<file path="config.mk">
export PLATFORM = sky130hd
export DESIGN_NAME = router_fifo
export DESIGN_NICKNAME = d
export VERILOG_FILES = /design/src/rtl/router_pkg.sv /design/src/rtl/router_fifo_mem.sv /design/src/rtl/router_fifo.sv
export SDC_FILE = /design/constraint.sdc
export NUM_CORES = 1
export LEC_CHECK = 0
export ABC_AREA = 1
export CAP_MARGIN = 10
export CORE_ASPECT_RATIO = 1.25
export CORE_MARGIN = 2
export CORE_UTILIZATION = 50
export CTS_CLUSTER_SIZE = 14
export DETAILED_ROUTE_END_ITERATION = 10
export PLACE_DENSITY = 0.65
export SETUP_SLACK_MARGIN = 0.2
export SKIP_LAST_GASP = 1
export SLEW_MARGIN = 30
export SYNTH_ARGS = -nofsm -noshare
export SYNTH_HDL_FRONTEND = slang
export SYNTH_HIERARCHICAL = 1
export SYNTH_SLANG_ARGS = --single-unit
</file>
<file path="constraint.sdc">
create_clock -name clk -period 3 [get_ports clk]
set_input_delay 0.45 -clock clk [delete_from_list [all_inputs] [get_ports clk]]
set_output_delay 0.45 -clock clk [all_outputs]
set_load 0.05 [all_outputs]
</file>
<file path="src/rtl/router_pkg.sv">
// Shared constants for the 1x3 router: data widths, FIFO depth and header field layout.
package router_pkg;

    localparam int unsigned DATA_W    = 8;
    localparam int unsigned DEPTH     = 16;
    localparam int unsigned LEN_W     = 6;
    localparam int unsigned NUM_PORTS = 3;

    // Header byte layout: [1:0] destination address, [7:2] payload length.
    localparam int unsigned HDR_ADDR_LSB = 0;
    localparam int unsigned HDR_ADDR_MSB = 1;
    localparam int unsigned HDR_LEN_LSB  = 2;
    localparam int unsigned HDR_LEN_MSB  = 7;

endpackage : router_pkg

</file>
<file path="src/rtl/router_fifo_mem.sv">
// Register-array storage for the router FIFO: one synchronous write port, asynchronous read.
module router_fifo_mem #(
    parameter int unsigned WIDTH = 9,
    parameter int unsigned DEPTH = 16,
    parameter int unsigned AW    = 4
) (
    input  logic             clk,
    input  logic             we,
    input  logic [AW-1:0]    waddr,
    input  logic [WIDTH-1:0] wdata,
    input  logic [AW-1:0]    raddr,
    output logic [WIDTH-1:0] rdata
);

    logic [WIDTH-1:0] mem [DEPTH];

    // Write port; contents are deliberately never reset.
    always_ff @(posedge clk) begin
        if (we) begin
            mem[waddr] <= wdata;
        end
    end

    assign rdata = mem[raddr];

endmodule : router_fifo_mem

</file>
<file path="src/rtl/router_fifo.sv">
// Per-port output FIFO of the 1x3 router; flags the parity byte of each packet on read.
module router_fifo
    import router_pkg::*;
#(
    parameter int unsigned DATA_W = router_pkg::DATA_W,
    parameter int unsigned DEPTH  = router_pkg::DEPTH,
    parameter int unsigned LEN_W  = router_pkg::LEN_W
) (
    input  logic              clk,
    input  logic              resetn,
    input  logic              soft_reset,
    input  logic              write_enb,
    input  logic              read_enb,
    input  logic              lfd_state,
    input  logic [DATA_W-1:0] data_in,
    output logic [DATA_W-1:0] data_out,
    output logic              full,
    output logic              empty,
    output logic              pkt_done
);

    localparam int unsigned AW     = $clog2(DEPTH);
    localparam int unsigned PTR_W  = AW + 1;
    localparam int unsigned WORD_W = DATA_W + 1;
    localparam int unsigned CNT_W  = LEN_W + 1;

    logic [PTR_W-1:0]  wr_ptr;
    logic [PTR_W-1:0]  rd_ptr;
    logic [CNT_W-1:0]  pkt_cnt;
    logic [WORD_W-1:0] rd_word;
    logic              wr_acc;
    logic              rd_acc;
    logic              rd_is_hdr;
    logic [LEN_W-1:0]  rd_len;

    router_fifo_mem #(
        .WIDTH (WORD_W),
        .DEPTH (DEPTH),
        .AW    (AW)
    ) u_mem (
        .clk   (clk),
        .we    (wr_acc),
        .waddr (wr_ptr[AW-1:0]),
        .wdata ({lfd_state, data_in}),
        .raddr (rd_ptr[AW-1:0]),
        .rdata (rd_word)
    );

    // Flags and accept strobes derived from the registered pointers.
    always_comb begin
        empty     = (wr_ptr == rd_ptr);
        full      = (wr_ptr[AW-1:0] == rd_ptr[AW-1:0]) && (wr_ptr[AW] != rd_ptr[AW]);
        wr_acc    = write_enb && !full && !soft_reset;
        rd_acc    = read_enb && !empty && !soft_reset;
        rd_is_hdr = rd_word[DATA_W];
        rd_len    = rd_word[HDR_LEN_MSB:HDR_LEN_LSB];
    end

    // Pointer, read-data and packet-boundary tracking; soft_reset flushes everything but memory.
    always_ff @(posedge clk or negedge resetn) begin
        if (!resetn) begin
            wr_ptr   <= '0;
            rd_ptr   <= '0;
            pkt_cnt  <= '0;
            data_out <= '0;
            pkt_done <= 1'b0;
        end else if (soft_reset) begin
            wr_ptr   <= '0;
            rd_ptr   <= '0;
            pkt_cnt  <= '0;
            data_out <= '0;
            pkt_done <= 1'b0;
        end else begin
            pkt_done <= 1'b0;
            if (wr_acc) begin
                wr_ptr <= wr_ptr + PTR_W'(1);
            end
            if (rd_acc) begin
                rd_ptr   <= rd_ptr + PTR_W'(1);
                data_out <= rd_word[DATA_W-1:0];
                if (rd_is_hdr) begin
                    // Length plus the trailing parity byte; a new header always reloads.
                    pkt_cnt <= CNT_W'(rd_len) + CNT_W'(1);
                end else if (pkt_cnt != '0) begin
                    pkt_cnt <= pkt_cnt - CNT_W'(1);
                    if (pkt_cnt == CNT_W'(1)) begin
                        pkt_done <= 1'b1;
                    end
                end
            end
        end
    end

endmodule : router_fifo

</file>
==> results of run 1 <==
per-stage QoR:
step / hold WS, ps / area, um2
after global placement: 456 / 8420
after CTS: 410 / 8940
after floorplan: 154 / 7950
after detailed placement: 458 / 8420
final: 407 / 8960
after global routing: 437 / 8960
repair_timing:
| action | 4_1_cts | 5_1_grt |
|---|---|---|
| hold buffers | 0 | 0 |
| buffers inserted | 0 | 1 |
| gates resized for setup | 0 | 2 |
| setup endpoints to repair | 0 | 5 |
worst paths after layout:
path,slack (ps),depth (start not counted),end,start
min in group clk,470,2,data_out[5]$_DFFE_PN0P_,data_out[5]$_DFFE_PN0P_
worst max register to register,540,10,u_mem/mem[15][0]$_DFFE_PP_,rd_ptr[0]$_DFFE_PN0P_
worst min register to register,470,2,data_out[5]$_DFFE_PN0P_,data_out[5]$_DFFE_PN0P_
worst max-delay path,540,10,u_mem/mem[15][0]$_DFFE_PP_,rd_ptr[0]$_DFFE_PN0P_
max in group asynchronous,2310,2,rd_ptr[0]$_DFFE_PN0P_,resetn
worst min-delay path,410,2,data_out[6]$_DFFE_PN0P_,resetn
state kept, by name (all words and copies together), names as in the netlist:
| register | count |
|---|---|
| data_out | 8 |
| pkt_cnt | 7 |
| u_mem/mem | 144 |
| wr_ptr | 5 |
| rd_ptr | 5 |
| pkt_done | 1 |
layer usage:
| layer | vias up | GRT usage (%) |
|---|---|---|
| met5 | - | 0 |
| met4 | 0 | 6.53 |
| met3 | 30 | 4.51 |
| met2 | 168 | 37.2 |
| met1 | 2706 | 27.9 |
| li1 | 2745 | - |
placed cells by master (no fill, tap or decap), types with 2 or more instances in the layout:
cell | synthesis | routed
nand2_1 | 283 | 283
edfxtp_1 | 144 | 144
nand3_1 | 134 | 134
inv_1 | 129 | 129
nor2_1 | 36 | 36
dfrtp_1 | 26 | 25
buf_4 | 11 | 23
clkdlybuf4s50_1 | 0 | 22
clkbuf_16 | 0 | 17
clkinv_2 | 1 | 8
xor2_1 | 6 | 6
ha_1 | 6 | 6
inv_6 | 0 | 5
inv_2 | 4 | 4
nand4_1 | 4 | 4
a21oi_1 | 4 | 4
o21ai_0 | 3 | 3
nand3b_1 | 3 | 3
buf_12 | 0 | 3
nor2_2 | 2 | 2
xnor2_1 | 2 | 2
nor3_1 | 2 | 2
nand2_4 | 2 | 2
o21ai_1 | 2 | 2
a21boi_0 | 2 | 2
clkinv_1 | 1 | 2
clkinvlp_4 | 0 | 2
cells by family after synthesis:
family / synth area share [%]
AO/OA/AOI/OAI: 0.944
XOR/XNOR: 0.882
adder cells (fa/ha/maj): 0.944
buffers and inverters: 9.62
flip-flops: 62.6
AND/OR/NAND/NOR: 25.0
cell type report:
type                       count  area share [%]
clock inverter                15            1.09
multi-input combinational    497            24.7
inverter                     137            5.92
tap                          212            2.96
sequential                   170            55.6
clock buffer                  17            4.75
timing repair buffer          48            5.06
where the power goes:
part           total (mW)  switching, mW  internal [mW]
clock network        1.95          0.894           1.06
logic                1.42          0.961          0.454
registers            2.75         0.0964           2.65
==> impl_summary.log, run 1 <==
[metrics] Worst-Skew Late Latency: 420 ps
[metrics] Synth-to-Final Area Change: 12.7%
[metrics] Finished Core Util: 57.5%
[metrics] clock root cell: clkbuf_16
[metrics] initial antenna violation count: 0
[metrics] Pwr Total: 6.11 mW
[metrics] number of buffers on the longest clock path: 2
[metrics] first-pass GRT wire length: 28100 um
[metrics] proportion of layout cells with a drive suffix above 1: 8.14%
[metrics] post-layout instance count excluding filler cells: 1096
[metrics] class of the worst hold path: input port to async pin
[metrics] setup violators final: 0
[metrics] crit-path max FO: 9
[metrics] Routed Wire Length: 17500 um
[metrics] largest net degree at the start of global routing: 62
[metrics] multi-input logic area: 2210 um2
[metrics] drt first-iter violations: 561
[metrics] static leakage power: 4.01 nW
[metrics] Mean Syn Cell Area: 9.53 um2
[metrics] Post-Place Cells: 1063
[metrics] initial core utilization: 51.1%
[metrics] total clock sinks: 170
[metrics] met1 routed wirelength after detailed routing: 7240 um
[metrics] final critical delay including setup and external delays: 2460 ps
[metrics] fraction of post-synthesis cell area in the top cell type by area: 54.4%
[metrics] Cell Chain, Critical Path: inv_2 > nand2_1 > nand2_1 > nor2_1 > nand3_1 > nand2_1 > nor2_1 > nand3_1 > nor2_1 > buf_4
[metrics] via count: 5649
[metrics] fill cell instance count of the final layout: 1382
[metrics] final critical-path share of the clock period: 82.0%
[metrics] gpl congestion: 0.853
[metrics] Synth area leader: edfxtp_1
[metrics] I/O pin cnt: 25
[metrics] Die Outline Area: 16900 um2
[metrics] Slew Limit Fails: 0
[metrics] result of the run: completed
[metrics] pin slew with the least headroom to its limit: 648 ps
[metrics] commonest register cell after synthesis: edfxtp_1
[metrics] final hold violation count: 0
[metrics] Port Buffers: 24
[metrics] final worst setup slack: 540 ps
[metrics] required time at the endpoint of the critical path: 3120 ps
[metrics] tightest slew margin relative to the limit: 56.7%
[metrics] top cell types by occurrence after synthesis: nand2_1, edfxtp_1, nand3_1, inv_1, nor2_1
[metrics] via count of the first global-routing pass: 5431
[metrics] unrepaired setup endpoints after global routing: no
[metrics] Final TNS setup: 0 ps
[metrics] met2 routed wirelength: 9060 um
[metrics] clock tree from TritonCTS: built
[metrics] Buffers & Inverters on Critical Path: 2
[metrics] Final HPWL DP: 11400 um
[metrics] peak supply drop: 0.000383 V
[metrics] Die Span Y: 145 um
[metrics] fraction of registers with async set or reset after synthesis: 15.3%
[metrics] number of violations of the max-capacitance limit: 0
[metrics] Synth area leaders: edfxtp_1, nand2_1, nand3_1
[metrics] Worst Path Arrival: 2580 ps
[metrics] count of nets after finishing: 891
[metrics] sequential-to-total area share from yosys stat: 62.6%
[metrics] register clock-pin slew on the reported worst setup and hold paths: 60 ps
[metrics] total gr overflow: 0
[metrics] cell with the biggest individual delay on the critical path: dfrtp_4
[metrics] routed length on met3: 838 um
[metrics] crit path capture type: register
[metrics] width of the die: 117 um
[metrics] uppermost routed layer: met4
[metrics] kind of start point of the critical path: register
[metrics] pwr dens: 682 nW/um2
[metrics] cts bufs inserted: 17
[metrics] critical path's largest stage delay: 570 ps
[metrics] path type of the worst setup path: register to register
[metrics] row cnt: 51
[metrics] average via count per standard cell: 5.15
[metrics] gr usage total: 21.8%
[metrics] DR WL/cell: 16.0 um
[metrics] number of synthesis warnings: 6
[metrics] number of distinct standard cells referenced by the synthesized netlist: 33
[metrics] post-route ant nets: 0
[metrics] Synth Register Bits: 170
[metrics] CP delay by family, top: simple AND/OR/NAND/NOR gates
[metrics] netlist area before placement: 7950 um2
[metrics] most frequently used cell type in the post-synthesis netlist: nand2_1
[metrics] CTS H-tree depth: 4
[metrics] net count after synthesis: 854
[metrics] number of instances in the synthesized netlist: 834
[metrics] register area: 4980 um2
[metrics] pre-CTS setup slack: 472 ps
[metrics] core region area: 15600 um2
[metrics] Post-route DRC: 0
[metrics] Final Skew: 5.99 ps
[metrics] number of flops mapped to enable cells by yosys: 144
[metrics] antenna fix cells: 0
[metrics] fmax: 0.406 GHz
[metrics] 1st-pass router iterations: 5
Power figures use the tool's default switching activity.
==> inputs of run 2 (changes only) <==
--- a/config.mk
+++ b/config.mk
@@ -12,7 +12,7 @@
 export CORE_UTILIZATION = 50
 export CTS_CLUSTER_SIZE = 14
 export DETAILED_ROUTE_END_ITERATION = 10
-export PLACE_DENSITY = 0.65
+export PLACE_DENSITY = 0.68
 export SETUP_SLACK_MARGIN = 0.2
 export SKIP_LAST_GASP = 1
 export SLEW_MARGIN = 30
==> constraint.sdc (replaced) <==
create_clock -name clk -period 2.25 [get_ports clk]
set_input_delay 0.3375 -clock clk [delete_from_list [all_inputs] [get_ports clk]]
set_output_delay 0.3375 -clock clk [all_outputs]
set_load 0.05 [all_outputs]
==> impl_summary.log, run 2 (same netlist as run 1, synthesis figures left out) <==
[metrics] result of the run: completed
[metrics] Cell Chain, Critical Path: buf_12 > clkinv_4 > nand2_4 > nand2_4 > nor2_4 > nand3_2 > nand2_2 > nor2_2 > buf_6 > nand3b_1 > nor2_1 > buf_6
[metrics] fill cell instance count of the final layout: 1221
[metrics] fmax: 0.453 GHz
[metrics] peak supply drop: 0.000562 V
[metrics] proportion of layout cells with a drive suffix above 1: 22.5%
[metrics] required time at the endpoint of the critical path: 2400 ps
[metrics] Port Buffers: 24
[metrics] largest reg by FF count: u_mem/mem
[metrics] final critical-path share of the clock period: 98.2%
[metrics] CTS H-tree depth: 4
[metrics] pin slew with the least headroom to its limit: 750 ps
[metrics] worst hold slack: 292 ps
[metrics] first-pass GRT wire length: 30600 um
[metrics] count of nets after finishing: 948
[metrics] tightest slew margin relative to the limit: 49.8%
[metrics] average via count per standard cell: 5.32
[metrics] Post-Place Cells: 1098
[metrics] pre-CTS setup slack: 53.5 ps
[metrics] total gr overflow: 0
[metrics] post-route ant nets: 0
[metrics] via count: 6134
[metrics] core region area: 15600 um2
[metrics] Routed Wire Length: 20800 um
[metrics] Finished Core Util: 65.3%
[metrics] DR WL/cell: 18.0 um
[metrics] initial core utilization: 51.1%
[metrics] register clock-pin slew on the reported worst setup and hold paths: 60 ps
[metrics] multi-input logic area: 2590 um2
[metrics] Final TNS setup: 0 ps
[metrics] Synth-to-Final Area Change: 27.9%
[metrics] Setup crit start: rd_ptr[0]$_DFFE_PN0P_
[metrics] clock root cell: clkbuf_16
[metrics] post-layout instance count excluding filler cells: 1153
[metrics] final hold violation count: 0
[metrics] static leakage power: 4.49 nW
[metrics] gr usage total: 24.4%
[metrics] cell with the biggest individual delay on the critical path: dfrtp_4
[metrics] gpl congestion: 0.873
[metrics] unrepaired setup endpoints after global routing: yes
[metrics] kind of start point of the critical path: register
[metrics] Post-route DRC: 0
[metrics] most frequent cells in the layout: nand2_1, edfxtp_1, inv_1
[metrics] Final HPWL DP: 12200 um
[metrics] cts bufs inserted: 17
[metrics] antenna fix cells: 0
[metrics] initial antenna violation count: 0
[metrics] 1st-pass router iterations: 5
[metrics] most common library cell in the layout ignoring fill and taps: nand2_1
[metrics] final design area excluding fillers: 10200 um2
[metrics] row cnt: 51
[metrics] Worst Path Arrival: 2360 ps
[metrics] clock tree from TritonCTS: built
[metrics] flip-flop count of the largest register after layout: 144
[metrics] Final Skew: 7.32 ps
[metrics] via count of the first global-routing pass: 5900
[metrics] register area: 4980 um2
[metrics] Placed Instance Area: 8740 um2
[metrics] final critical delay including setup and external delays: 2210 ps
[metrics] Die Outline Area: 16900 um2
[metrics] Die Span Y: 145 um
[metrics] number of buffers on the longest clock path: 2
[metrics] final worst setup slack: 40.1 ps
[metrics] Worst-Skew Late Latency: 430 ps
[metrics] number of violations of the max-capacitance limit: 0
[metrics] critical path's largest stage delay: 510 ps
[metrics] hold bufs inserted after CTS: 0
[metrics] width of the die: 117 um
[metrics] total clock sinks: 170
[metrics] path type of the worst setup path: register to register
[metrics] largest net degree at the start of global routing: 28
[metrics] crit path capture type: register
[metrics] crit-path max FO: 9
[metrics] I/O pin cnt: 25
[metrics] pwr dens: 901 nW/um2
[metrics] Slew Limit Fails: 0
[metrics] Top Registers: u_mem/mem x144, data_out x8, pkt_cnt x7
[metrics] Pwr Total: 9.16 mW
[metrics] setup violators final: 0
[metrics] drt first-iter violations: 673
[metrics] class of the worst hold path: input port to async pin
[metrics] Worst R2R Start: rd_ptr[0]$_DFFE_PN0P_
==> run 2: power by group <==
group          switching [mW]  internal (mW)
registers               0.110           3.54
logic                    1.66           1.11
clock network            1.22           1.52
==> run 2: critical path, delay by kind of cell (launching register included) <==
family | cells | cell delay, ps
AND/OR/NAND/NOR | 8 | 880
flip-flops | 1 | 510
buffers and inverters | 4 | 530
==> run 2: per-layer routing <==
metal	vias up	GRT usage, %	share of wire [%]
met2	268	39.7	51
met4	0	11.1	3.7
li1	2873	-	-
met5	-	0	0
met1	2936	31.2	39
met3	57	4.72	6.8
==> run 2: final cells by class <==
type	count	share of cell area [%]
Multi-Input combinational cell	497	25.5
Clock inverter	14	1.18
Tap cell	212	2.61
Clock buffer	18	4.22
Timing Repair Buffer	102	11.6
Inverter	137	5.35
Timing Repair inverter	3	0.517
Sequential cell	170	49.0
==> run 2: final timing paths <==
| path | endpoint | slack, ps | cells after the start |
|---|---|---|---|
| max in group asynchronous | rd_ptr[0]$_DFFE_PN0P_ | 1660 | 2 |
| min in group clk | data_out[6]$_DFFE_PN0P_ | 470 | 2 |
| worst max-delay path | u_mem/mem[6][6]$_DFFE_PP_ | 40 | 12 |
| worst min register to register | data_out[6]$_DFFE_PN0P_ | 470 | 2 |
| worst min-delay path | data_out[5]$_DFFE_PN0P_ | 290 | 2 |
| worst max register to register | u_mem/mem[6][6]$_DFFE_PP_ | 40 | 12 |
==> run 2: what timing repair did <==
| item | 4_1_cts | 5_1_grt |
|---|---|---|
| resized for setup | 59 | 94 |
| cloned | 4 | 6 |
| pin swaps | 19 | 38 |
| endpoints found under the setup margin | 23 | 153 |
| setup buffers | 8 | 5 |
